===== config.mk =====
export PLATFORM = sky130hd
export DESIGN_NAME = wca_iq_sample_packer_flat
export DESIGN_NICKNAME = d
export VERILOG_FILES = /design/src/rtl/wca_iq_sample_packer_pkg.sv /design/src/rtl/wca_iq_sample_packer_if.sv /design/src/rtl/wca_iq_sample_packer_fifo.sv /design/src/rtl/wca_iq_sample_packer.sv /design/src/flat_wrapper.sv
export SDC_FILE = /design/constraint.sdc
export NUM_CORES = 1
export LEC_CHECK = 0
export CAP_MARGIN = 20
export CORE_ASPECT_RATIO = 0.6
export CORE_MARGIN = 8
export CORE_UTILIZATION = 61
export DETAILED_ROUTE_END_ITERATION = 16
export GPL_ROUTABILITY_DRIVEN = 0
export MAX_ROUTING_LAYER = met4
export PLACE_DENSITY = 0.86
export SETUP_SLACK_MARGIN = 0.1
export SYNTH_ARGS = -nofsm -noshare
export SYNTH_HDL_FRONTEND = slang
export SYNTH_SLANG_ARGS = --single-unit

===== constraint.sdc =====
create_clock -name clock -period 5.3 [get_ports clock]
set_input_delay 0.795 -clock clock [delete_from_list [all_inputs] [get_ports clock]]
set_output_delay 0.795 -clock clock [all_outputs]
set_load 0.05 [all_outputs]

===== src/rtl/wca_iq_sample_packer_pkg.sv =====
// Shared types, field positions and sample slicing helpers for the I/Q sample packer.
package wca_packer_pkg;

  localparam int SAMPLE_W  = 32;
  localparam int WORD_W    = 16;
  localparam int OVF_CNT_W = 8;
  localparam int I_LSB     = 0;
  localparam int Q_LSB     = 16;

  typedef enum logic [1:0] {
    IDLE   = 2'd0,
    SEND_I = 2'd1,
    SEND_Q = 2'd2,
    SEND_P = 2'd3
  } pkr_state_e;

  function automatic logic [WORD_W-1:0] sample_i(input logic [SAMPLE_W-1:0] s);
    return s[I_LSB +: WORD_W];
  endfunction

  function automatic logic [WORD_W-1:0] sample_q(input logic [SAMPLE_W-1:0] s);
    return s[Q_LSB +: WORD_W];
  endfunction

  // Byte-pack keeps only the upper byte of each component (plain truncation).
  function automatic logic [WORD_W-1:0] sample_p8(input logic [SAMPLE_W-1:0] s);
    return {s[Q_LSB+8 +: 8], s[I_LSB+8 +: 8]};
  endfunction

endpackage


===== src/rtl/wca_iq_sample_packer_if.sv =====
// Output word stream (valid/ready) between the packer and the host port FIFO.
interface wca_iq_sample_packer_if;
  import wca_packer_pkg::*;

  logic [WORD_W-1:0] word_out;
  logic              word_valid;
  logic              word_ready;

  modport master (output word_out, output word_valid, input word_ready);
  modport slave  (input word_out, input word_valid, output word_ready);

endinterface


===== src/rtl/wca_iq_sample_packer_fifo.sv =====
// wca_sync_fifo: single-clock FIFO with synchronous reset/flush and fall-through read data.
module wca_sync_fifo #(
  parameter int DEPTH = 16,
  parameter int W     = 32
) (
  input  logic                     clock,
  input  logic                     reset,
  input  logic                     flush,
  input  logic                     push,
  input  logic [W-1:0]             din,
  input  logic                     pop,
  output logic [W-1:0]             dout,
  output logic [$clog2(DEPTH):0]   level,
  output logic                     full,
  output logic                     empty
);
  localparam int AW = $clog2(DEPTH);

  logic [W-1:0]  mem_r [DEPTH];
  logic [AW-1:0] wr_ptr_r;
  logic [AW-1:0] rd_ptr_r;
  logic [AW:0]   level_r;

  // Pointer and occupancy tracking; caller never pops empty or pushes full without a pop.
  always_ff @(posedge clock) begin
    if (reset || flush) begin
      wr_ptr_r <= '0;
      rd_ptr_r <= '0;
      level_r  <= '0;
    end else begin
      if (push) wr_ptr_r <= wr_ptr_r + AW'(1);
      if (pop)  rd_ptr_r <= rd_ptr_r + AW'(1);
      case ({push, pop})
        2'b10:   level_r <= level_r + (AW+1)'(1);
        2'b01:   level_r <= level_r - (AW+1)'(1);
        default: level_r <= level_r;
      endcase
    end
  end

  // Sample storage.
  always_ff @(posedge clock) begin
    if (push) mem_r[wr_ptr_r] <= din;
  end

  assign dout  = mem_r[rd_ptr_r];
  assign level = level_r;
  assign full  = (level_r == (AW+1)'(DEPTH));
  assign empty = (level_r == (AW+1)'(0));

endmodule


===== src/rtl/wca_iq_sample_packer.sv =====
// Serializes strobed 32-bit I/Q samples into a 16-bit valid/ready word stream with overflow counting.
// WCA_PACKER_PACK8_EN builds the optional one-word-per-sample byte-pack mode.
module wca_iq_sample_packer
  import wca_packer_pkg::*;
#(
  parameter int FIFO_DEPTH = 16
) (
  input  logic                          clock,
  input  logic                          reset,
  input  logic                          enable,
  input  logic                          pack8,
  input  logic                          dstrobe_in,
  input  logic [SAMPLE_W-1:0]           iq_in,
  input  logic                          clr_ovf,
  wca_iq_sample_packer_if.master        wbus,
  output logic [$clog2(FIFO_DEPTH):0]   fifo_level,
  output logic                          overflow,
  output logic [OVF_CNT_W-1:0]          ovf_count
);
  pkr_state_e            state_r, state_nxt_s;
  logic [SAMPLE_W-1:0]   hold_r, hold_nxt_s, fifo_dout_s;
  logic                  fifo_full_s, fifo_empty_s, flush_s;
  logic                  strobe_s, push_s, pop_s, drop_s, pack8_s;
  logic [WORD_W-1:0]     word_r, word_nxt_s;
  logic                  valid_r, valid_nxt_s;
  logic                  overflow_r;
  logic [OVF_CNT_W-1:0]  ovf_count_r;

`ifdef WCA_PACKER_PACK8_EN
  assign pack8_s = pack8;
`else
  logic pack8_unused_s;
  assign pack8_unused_s = pack8;
  assign pack8_s        = 1'b0;
`endif

  // A full FIFO still accepts a sample when the serializer pops in the same cycle.
  assign strobe_s = enable & dstrobe_in;
  assign push_s   = strobe_s & (~fifo_full_s | pop_s);
  assign drop_s   = strobe_s & fifo_full_s & ~pop_s;
  assign flush_s  = ~enable;

  wca_sync_fifo #(.DEPTH(FIFO_DEPTH), .W(SAMPLE_W)) u_fifo (
    .clock (clock),
    .reset (reset),
    .flush (flush_s),
    .push  (push_s),
    .din   (iq_in),
    .pop   (pop_s),
    .dout  (fifo_dout_s),
    .level (fifo_level),
    .full  (fifo_full_s),
    .empty (fifo_empty_s)
  );

  // State and hold register.
  always_ff @(posedge clock) begin
    if (reset) begin
      state_r <= IDLE;
      hold_r  <= '0;
    end else begin
      state_r <= state_nxt_s;
      hold_r  <= hold_nxt_s;
    end
  end

  // Next state, FIFO pop and hold load.
  always_comb begin
    state_nxt_s = state_r;
    hold_nxt_s  = hold_r;
    pop_s       = 1'b0;
    if (!enable) begin
      state_nxt_s = IDLE;
    end else begin
      case (state_r)
        IDLE: begin
          if (!fifo_empty_s) begin
            pop_s       = 1'b1;
            hold_nxt_s  = fifo_dout_s;
            state_nxt_s = pack8_s ? SEND_P : SEND_I;
          end else begin
            state_nxt_s = IDLE;
          end
        end
        SEND_I: begin
          if (wbus.word_ready) state_nxt_s = SEND_Q;
          else                 state_nxt_s = SEND_I;
        end
        SEND_Q: begin
          if (wbus.word_ready && !fifo_empty_s) begin
            pop_s       = 1'b1;
            hold_nxt_s  = fifo_dout_s;
            state_nxt_s = SEND_I;
          end else if (wbus.word_ready) begin
            state_nxt_s = IDLE;
          end else begin
            state_nxt_s = SEND_Q;
          end
        end
`ifdef WCA_PACKER_PACK8_EN
        SEND_P: begin
          if (wbus.word_ready && !fifo_empty_s) begin
            pop_s       = 1'b1;
            hold_nxt_s  = fifo_dout_s;
            state_nxt_s = SEND_P;
          end else if (wbus.word_ready) begin
            state_nxt_s = IDLE;
          end else begin
            state_nxt_s = SEND_P;
          end
        end
`endif
        default: state_nxt_s = IDLE;
      endcase
    end
  end

  // Output word for the upcoming state, so word_out/word_valid come straight from flops.
  always_comb begin
    word_nxt_s  = 16'h0000;
    valid_nxt_s = 1'b0;
    case (state_nxt_s)
      SEND_I: begin
        word_nxt_s  = sample_i(hold_nxt_s);
        valid_nxt_s = 1'b1;
      end
      SEND_Q: begin
        word_nxt_s  = sample_q(hold_nxt_s);
        valid_nxt_s = 1'b1;
      end
`ifdef WCA_PACKER_PACK8_EN
      SEND_P: begin
        word_nxt_s  = sample_p8(hold_nxt_s);
        valid_nxt_s = 1'b1;
      end
`endif
      default: begin
        word_nxt_s  = 16'h0000;
        valid_nxt_s = 1'b0;
      end
    endcase
  end

  // Output registers.
  always_ff @(posedge clock) begin
    if (reset) begin
      word_r  <= 16'h0000;
      valid_r <= 1'b0;
    end else begin
      word_r  <= word_nxt_s;
      valid_r <= valid_nxt_s;
    end
  end

  // Sticky overflow: a drop in the same cycle as a clear leaves it set.
  always_ff @(posedge clock) begin
    if (reset)        overflow_r <= 1'b0;
    else if (drop_s)  overflow_r <= 1'b1;
    else if (clr_ovf) overflow_r <= 1'b0;
    else              overflow_r <= overflow_r;
  end

  // Saturating drop counter; clear takes priority over a coincident drop.
  always_ff @(posedge clock) begin
    if (reset)
      ovf_count_r <= {OVF_CNT_W{1'b0}};
    else if (clr_ovf)
      ovf_count_r <= {OVF_CNT_W{1'b0}};
    else if (drop_s && (ovf_count_r != {OVF_CNT_W{1'b1}}))
      ovf_count_r <= ovf_count_r + OVF_CNT_W'(1);
    else
      ovf_count_r <= ovf_count_r;
  end

  assign wbus.word_out   = word_r;
  assign wbus.word_valid = valid_r;
  assign overflow        = overflow_r;
  assign ovf_count       = ovf_count_r;

endmodule


===== src/flat_wrapper.sv =====
// flat-port wrapper written by rule: the top's interface ports become plain ports
module wca_iq_sample_packer_flat import wca_packer_pkg::*;
#(
  parameter int FIFO_DEPTH = 16
)
  (clock, reset, enable, pack8, dstrobe_in, iq_in, clr_ovf, fifo_level, overflow, ovf_count, wbus_word_out, wbus_word_valid, wbus_word_ready);
  wca_iq_sample_packer_if wbus_i ();
  input  logic clock;
  input  logic reset;
  input  logic enable;
  input  logic pack8;
  input  logic dstrobe_in;
  input  logic [SAMPLE_W-1:0] iq_in;
  input  logic clr_ovf;
  output logic [$clog2(FIFO_DEPTH):0] fifo_level;
  output logic overflow;
  output logic [OVF_CNT_W-1:0] ovf_count;
  output wire logic [$bits(wbus_i.word_out)-1:0] wbus_word_out;
  output wire logic [$bits(wbus_i.word_valid)-1:0] wbus_word_valid;
  input wire logic [$bits(wbus_i.word_ready)-1:0] wbus_word_ready;
  assign wbus_word_out = wbus_i.word_out;
  assign wbus_word_valid = wbus_i.word_valid;
  assign wbus_i.word_ready = wbus_word_ready;
  wca_iq_sample_packer #(.FIFO_DEPTH(FIFO_DEPTH)) u_core (.clock(clock), .reset(reset), .enable(enable), .pack8(pack8), .dstrobe_in(dstrobe_in), .iq_in(iq_in), .clr_ovf(clr_ovf), .wbus(wbus_i), .fifo_level(fifo_level), .overflow(overflow), .ovf_count(ovf_count));
endmodule

* After elaboration in Yosys (flattened, before gate mapping)
Memory sizes are Yosys's and may differ from the RTL's. A register that Yosys moved wholly into a read port is not among the register bits. Index checks and enable logic that the tools add are counted.
Storage, ports and cells: memories 1, output and inout port bits 31, logic and storage cells 64, input port bits 39, memory bits (writable) 512, flip-flop bits (word level) 73
Operators by class: reduce and logical (&&, ||, !) cells 10, muxes and demuxes 23, add/subtract/negate cells 5, bitwise gates (word level) 8, equal/unequal tests 8
Memory list:
- u_core.u_fifo.mem_r | depth 16, bits a word 32, read ports 1, clocked after memory_dff 1, wr ports 1, line wca_iq_sample_packer_fifo.sv:19 | logic [W-1:0] mem_r [DEPTH];
Operators by type and width (count):
- 2-to-1 mux 32 bit | 3
- one-hot mux 32 bit (2 select lines) | 1
- one-hot mux 16 bit (2 select lines) | 1
- one-hot mux 5 bit (2 select lines) | 1
- 2-to-1 mux 1 bit | 9
- adder 4 x 1 -> 4 bit, second input constant | 2
- adder 8 x 1 -> 8 bit, second input constant | 1
- 2-to-1 mux 2 bit | 4
- 2-to-1 mux 4 bit | 2
- != test 8 bit, second input constant | 1
- equality test 2 x 1 -> 1 bit, second input constant | 3
- equality test 2 bit, second input constant | 3
- one-hot mux 2 bit (3 select lines) | 1
- adder 5 x 1 -> 5 bit, second input constant | 1
- equality test 5 bit, second input constant | 1
- zero test 5 bit | 1
- subtractor 5 x 1 -> 5 bit, second input constant | 1
- bitwise AND 1 bit | 4
- nonzero test 2 bit | 2
- OR reduction 2 bit | 2
- NOT 1 bit | 3
- logical AND 1 bit | 2
- zero test 2 bit | 1
- one-hot mux 1 bit (2 select lines) | 1
- 3 further kinds | 3

* Logic depth before layout (Yosys ltp)
word-level depth 10, gate-level depth with buffers 12, depth with buffers taken out 10

* Hierarchy
From an unflattened synthesis, not the netlist that was laid out.
Second synthesis, totals: cell total of the unflattened synthesis 1114, area, all modules 22302.6 sq um
By module, submodules not included:
- wca_sync_fifo | area each 20075.5 sq um, times used 1, sequential area each 15715.1 sq um, cells each 897
- wca_iq_sample_packer | area each 2227.1 sq um, times used 1, sequential area each 1201.2 sq um, cells each 217

* Worst setup path after synthesis
Ideal clock, no wire load.
path type register to register, start point register u_core.u_fifo.level_r[1] (netlist: u_core.u_fifo.level[1]), end point memory u_core.u_fifo.mem_r[0][0] (enable), library setup time 461 ps, path buffers 2, arrival 3824 ps, data required time 4839 ps, path slack 1015 ps, cell stages (with the launch flop) 8, period minus slack after synthesis 4285 ps, cell sequence dfxtp_1 -> buf_2 -> nor4_4 -> o211ai_1 -> and2_0 -> clkbuf_1 -> nand2_1 -> nor3_1
On the way: cells in the longest elaborated chain, start to end 10, elaborated cells on any way between the ends 13, classes of those cells 1 x eq/ne; 6 x mux; 3 x bitwise; 3 x reduce/logical
RTL lines:
- from (decl) | line wca_iq_sample_packer_fifo.sv:22 | logic [AW:0] level_r;
- from (signal assigned) | line wca_iq_sample_packer_fifo.sv:34 | 2'b10: level_r <= level_r + (AW+1)'(1);
- from (signal assigned) | line wca_iq_sample_packer_fifo.sv:35 | 2'b01: level_r <= level_r - (AW+1)'(1);
- from (signal assigned) | line wca_iq_sample_packer_fifo.sv:36 | default: level_r <= level_r;
- zero test 5 bit | line wca_iq_sample_packer_fifo.sv:49 | assign empty = (level_r == (AW+1)'(0));
- zero test 1 bit
- logical AND 1 bit | line wca_iq_sample_packer.sv:90 | if (wbus.word_ready && !fifo_empty_s) begin
- 2-to-1 mux 1 bit | line wca_iq_sample_packer.sv:90
- one-hot mux 1 bit (2 select lines) | line wca_iq_sample_packer.sv:75 | case (state_r)
- 2-to-1 mux 1 bit | line wca_iq_sample_packer.sv:72 | if (!enable) begin
- OR 1 bit (*) | line wca_iq_sample_packer.sv:39 | assign push_s = strobe_s & (~fifo_full_s | pop_s);
- bitwise AND 1 bit (*) | line wca_iq_sample_packer.sv:39
- 2-to-1 mux 1 bit (*) | line wca_iq_sample_packer_fifo.sv:43 | if (push) mem_r[wr_ptr_r] <= din;
- 2-to-1 mux 1 bit (not written as such) (*) | line wca_iq_sample_packer_fifo.sv:43
- to (decl) | line wca_iq_sample_packer_fifo.sv:19
Every way passes the cells marked *; elsewhere a longest branch is shown, timed or not.

* Worst setup path after layout
start point input port wbus_word_ready, end point memory u_core.u_fifo.mem_r[4][13] (enable)
On the way: cells in the longest elaborated chain, start to end 8
RTL lines:
- from (decl) | line flat_wrapper.sv:20 | input wire logic [$bits(wbus_i.word_ready)-1:0] wbus_word_ready;
- logical AND 1 bit | line wca_iq_sample_packer.sv:90
- 2-to-1 mux 1 bit | line wca_iq_sample_packer.sv:90
- one-hot mux 1 bit (2 select lines) | line wca_iq_sample_packer.sv:75
- 2-to-1 mux 1 bit | line wca_iq_sample_packer.sv:72
- OR 1 bit | line wca_iq_sample_packer.sv:39
- bitwise AND 1 bit | line wca_iq_sample_packer.sv:39
- 2-to-1 mux 1 bit | line wca_iq_sample_packer_fifo.sv:43
- 2-to-1 mux 1 bit (not written as such) | line wca_iq_sample_packer_fifo.sv:43
Every way passes these cells.

==> impl_metrics.toml <==
[die]
die_w_um = 263
core_sq_mm = 0.0362
dieArea_sq_mm = 0.0432
die_h_um = 164
ios = 70
core.rowCount = 54
start_util_pct = 61.8

[sta]
setup_tns_ns = 0
postLayoutSetupSlackWorst_ns = 1.89
setup_viol = 0
fin_crit_sh_pct = 64.4
final_hold_viol_count = 0
finClkSkew_ns = 0.0200
min_period_ns = 3.41
rsz0062_at_grt = "false"
relSlewSlack_pct = 27.3
fmax_mhz = 293
final_max_slew_viol_count = 0
tightest_slew_ns = 1.09

[grt]
grt_max_degree = 59
track_usage_pct = 25.2
grt_pass1_wl_mm = 78.0
grt_pass1_vias = 11900
grt-ovfl-total = 0
grt_antenna_before_repair = 0

[clock_tree]
cts_made_buffers = 49
htreeDepth = 2
cts_root_buf = "clkbuf_16"
cts_tree = "built"
ctsResizeCount = 0
cts_buffer_depth = 3
clkTransAtPathRegs_ns = 0.07
cts_num_sinks = 589
clk_latency_ns = 0.58
hold_buffers = 0
cts_setup_buffers = 0

[setup_path]
worstSetupStartpoint = "wbus_word_ready"
critical_path_class = "in2reg"
critPathMaxFanout = 17
cp.arrival_ns = 3.64
r2r_cells = 6
ff2ff_setup_slack_ns = 2.23
cp-end-kind = "flop"
r2r-start = "u_core.u_fifo.level[1]"
endpoint = "u_core.u_fifo.mem_r[4][13]"
rr_endpoint = "u_core.u_fifo.mem_r[4][13]"
start_kind = "primary input"
worst_ep_required_time_ns = 5.53

[placed_design]
dp_slack_ns = 1.36
placed_area_sq_mm = 0.0238
io_buffer_count = 68
dp_hpwl_mm = 29.4

[synthesis]
synth-simple-area-share_pct = 3.72
synth_cell_types = 48
syn_nets = 1214
muxShareOfSynthArea_pct = 13.1
syn_area_sq_mm = 0.0224
ys_seq_elements = 589
synth_enable_flop_cells = 512
yosys_warnings = 0
async_flop_share_pct = 0
yosys_most_used_dff = "edfxtp_1"
synth-seq-area-share_pct = 75.6
synth-compound-area-share_pct = 5.06
avgSynthCellArea_sq_um = 19.2
synthXorXnorAreaFrac_pct = 0.587
synth-adder-area-share_pct = 0.560
synth_top_family_by_area = "multiplexers"
netlist_instances = 1165

[run]
cap_violations = 0

[power_and_ir_drop]
power.total_uw = 9230
ir_drop_uv = 331
powerDensity_mw_per_mm2 = 361
p_leak_uw = 0.00796

[finish]
final_nets = 1300
synthToLayoutAreaGrowth_pct = 14.2
layout_commonest_cell = "edfxtp_1"
multi_input_area_sq_mm = 0.00528
nFillCells = 2103
design_area_sq_mm = 0.0255
seqCellArea_sq_mm = 0.0169
utilization_pct = 70.5
final_cell_mix = "edfxtp_1, mux4_2, nand2_1"
final_layout_size_suffix_gt1_share_pct = 20.2
antenna_cells = 0

[route]
drt_iter0_markers = 1560
antenna_left = 0
num_vias = 12000
viasPerCell = 6.82
wl_per_cell_um = 29.9
drtPass1Iterations = 7
drc = 0
wirelength_mm = 52.8

[hold_path]
hold_path_class = "reg2reg"

[status]
run_status = "completed"
==> cell families after synthesis <==
family          count (synthesis)
xor+xnor                       15
fa+ha+maj                      10
simple gates                  194
compound gates                152
flops                         589
buf+inv                        73
mux                           132
==> layout make-up <==
class | instances | area share (%)
clock buffer | 55 | 4.89
clock inverter | 34 | 1.75
inverter | 8 | 0.118
multi-input combinational | 503 | 20.7
sequential | 589 | 66.3
tap | 476 | 2.33
timing repair buffer | 100 | 3.98
==> sequential cells by signal, indices dropped and copies added, names as in the netlist, named ones only <==
signal,flops
u_core.hold_r,32
u_core.state_r,2
u_core.wbus.word_valid,1
u_core.u_fifo.wr_ptr_r,4
u_core.wbus.word_out,16
u_core.u_fifo.mem_r,512
u_core.u_fifo.rd_ptr_r,4
u_core.overflow,1
u_core.ovf_count,8
u_core.u_fifo.level,5
==> worst max-delay path, stage by stage <==
cell and delay [ns]:
clkdlybuf4s50_1 0.52, nor2b_1 0.14, o211ai_1 0.32, and2_0 0.33
nand2_1 0.31, nor2_4 0.71, buf_4 0.50
==> per-layer routing <==
metal / GRT usage (%) / share of wire (%)
met1: 35.3 / 40
met5: - / 0
met2: 37.9 / 46
met4: 6.27 / 2.4
met3: 5.52 / 11
==> cell usage after synthesis, types with 3 or more instances <==
cell type  count  share of area [%]
buf_2         15               0.34
buf_4          3               0.10
ha_1          10               0.56
a31oi_1        3              0.084
nor2b_1        4               0.11
xnor2_1        5               0.20
a22oi_1       64                2.1
dfxtp_1       77                6.9
nand3_1        7               0.16
inv_1          8               0.13
mux4_2       128                 13
nand2b_1       4               0.11
nor3_1         5               0.11
nand2_1      109                1.8
edfxtp_1     512                 69
nor2_1        47               0.79
xor2_1        10               0.39
buf_1          3              0.050
a22o_1        16               0.63
clkbuf_1      44               0.74
mux2i_1        3               0.13
a221o_1       16               0.72
a21oi_1       37               0.83
==> how the worst min path moves through the flow <==
stage | from | to | slack (ns) | cells past startpoint
after global placement | u_core.hold_r[23] | u_core.hold_r[23] | 0.44 | 2
after floorplan | u_core.hold_r[0] | u_core.hold_r[0] | 0.44 | 2
after CTS | u_core.hold_r[26] | u_core.hold_r[26] | 0.46 | 2
final | u_core.hold_r[26] | u_core.hold_r[26] | 0.46 | 2
after detailed placement | u_core.hold_r[26] | u_core.hold_r[26] | 0.45 | 2
after global routing | u_core.hold_r[26] | u_core.hold_r[26] | 0.47 | 2
==> report_power, final <==
part	internal, uW	switching (uW)	leakage (uW)
registers	5060	18.2	0.00524
logic	88.3	194	0.00189
clock network	2230	1630	0.000829
==> stage by stage <==
| stage | hold WS, ns | std cells |
|---|---|---|
| after CTS | 0.458 | 1763 |
| after global placement | 0.441 | 1671 |
| after global routing | 0.471 | 1765 |
| final | 0.462 | 1765 |
| after floorplan | 0.436 | 1165 |
| after detailed placement | 0.449 | 1674 |
No activity file was read; power rests on OpenSTA's default activity.
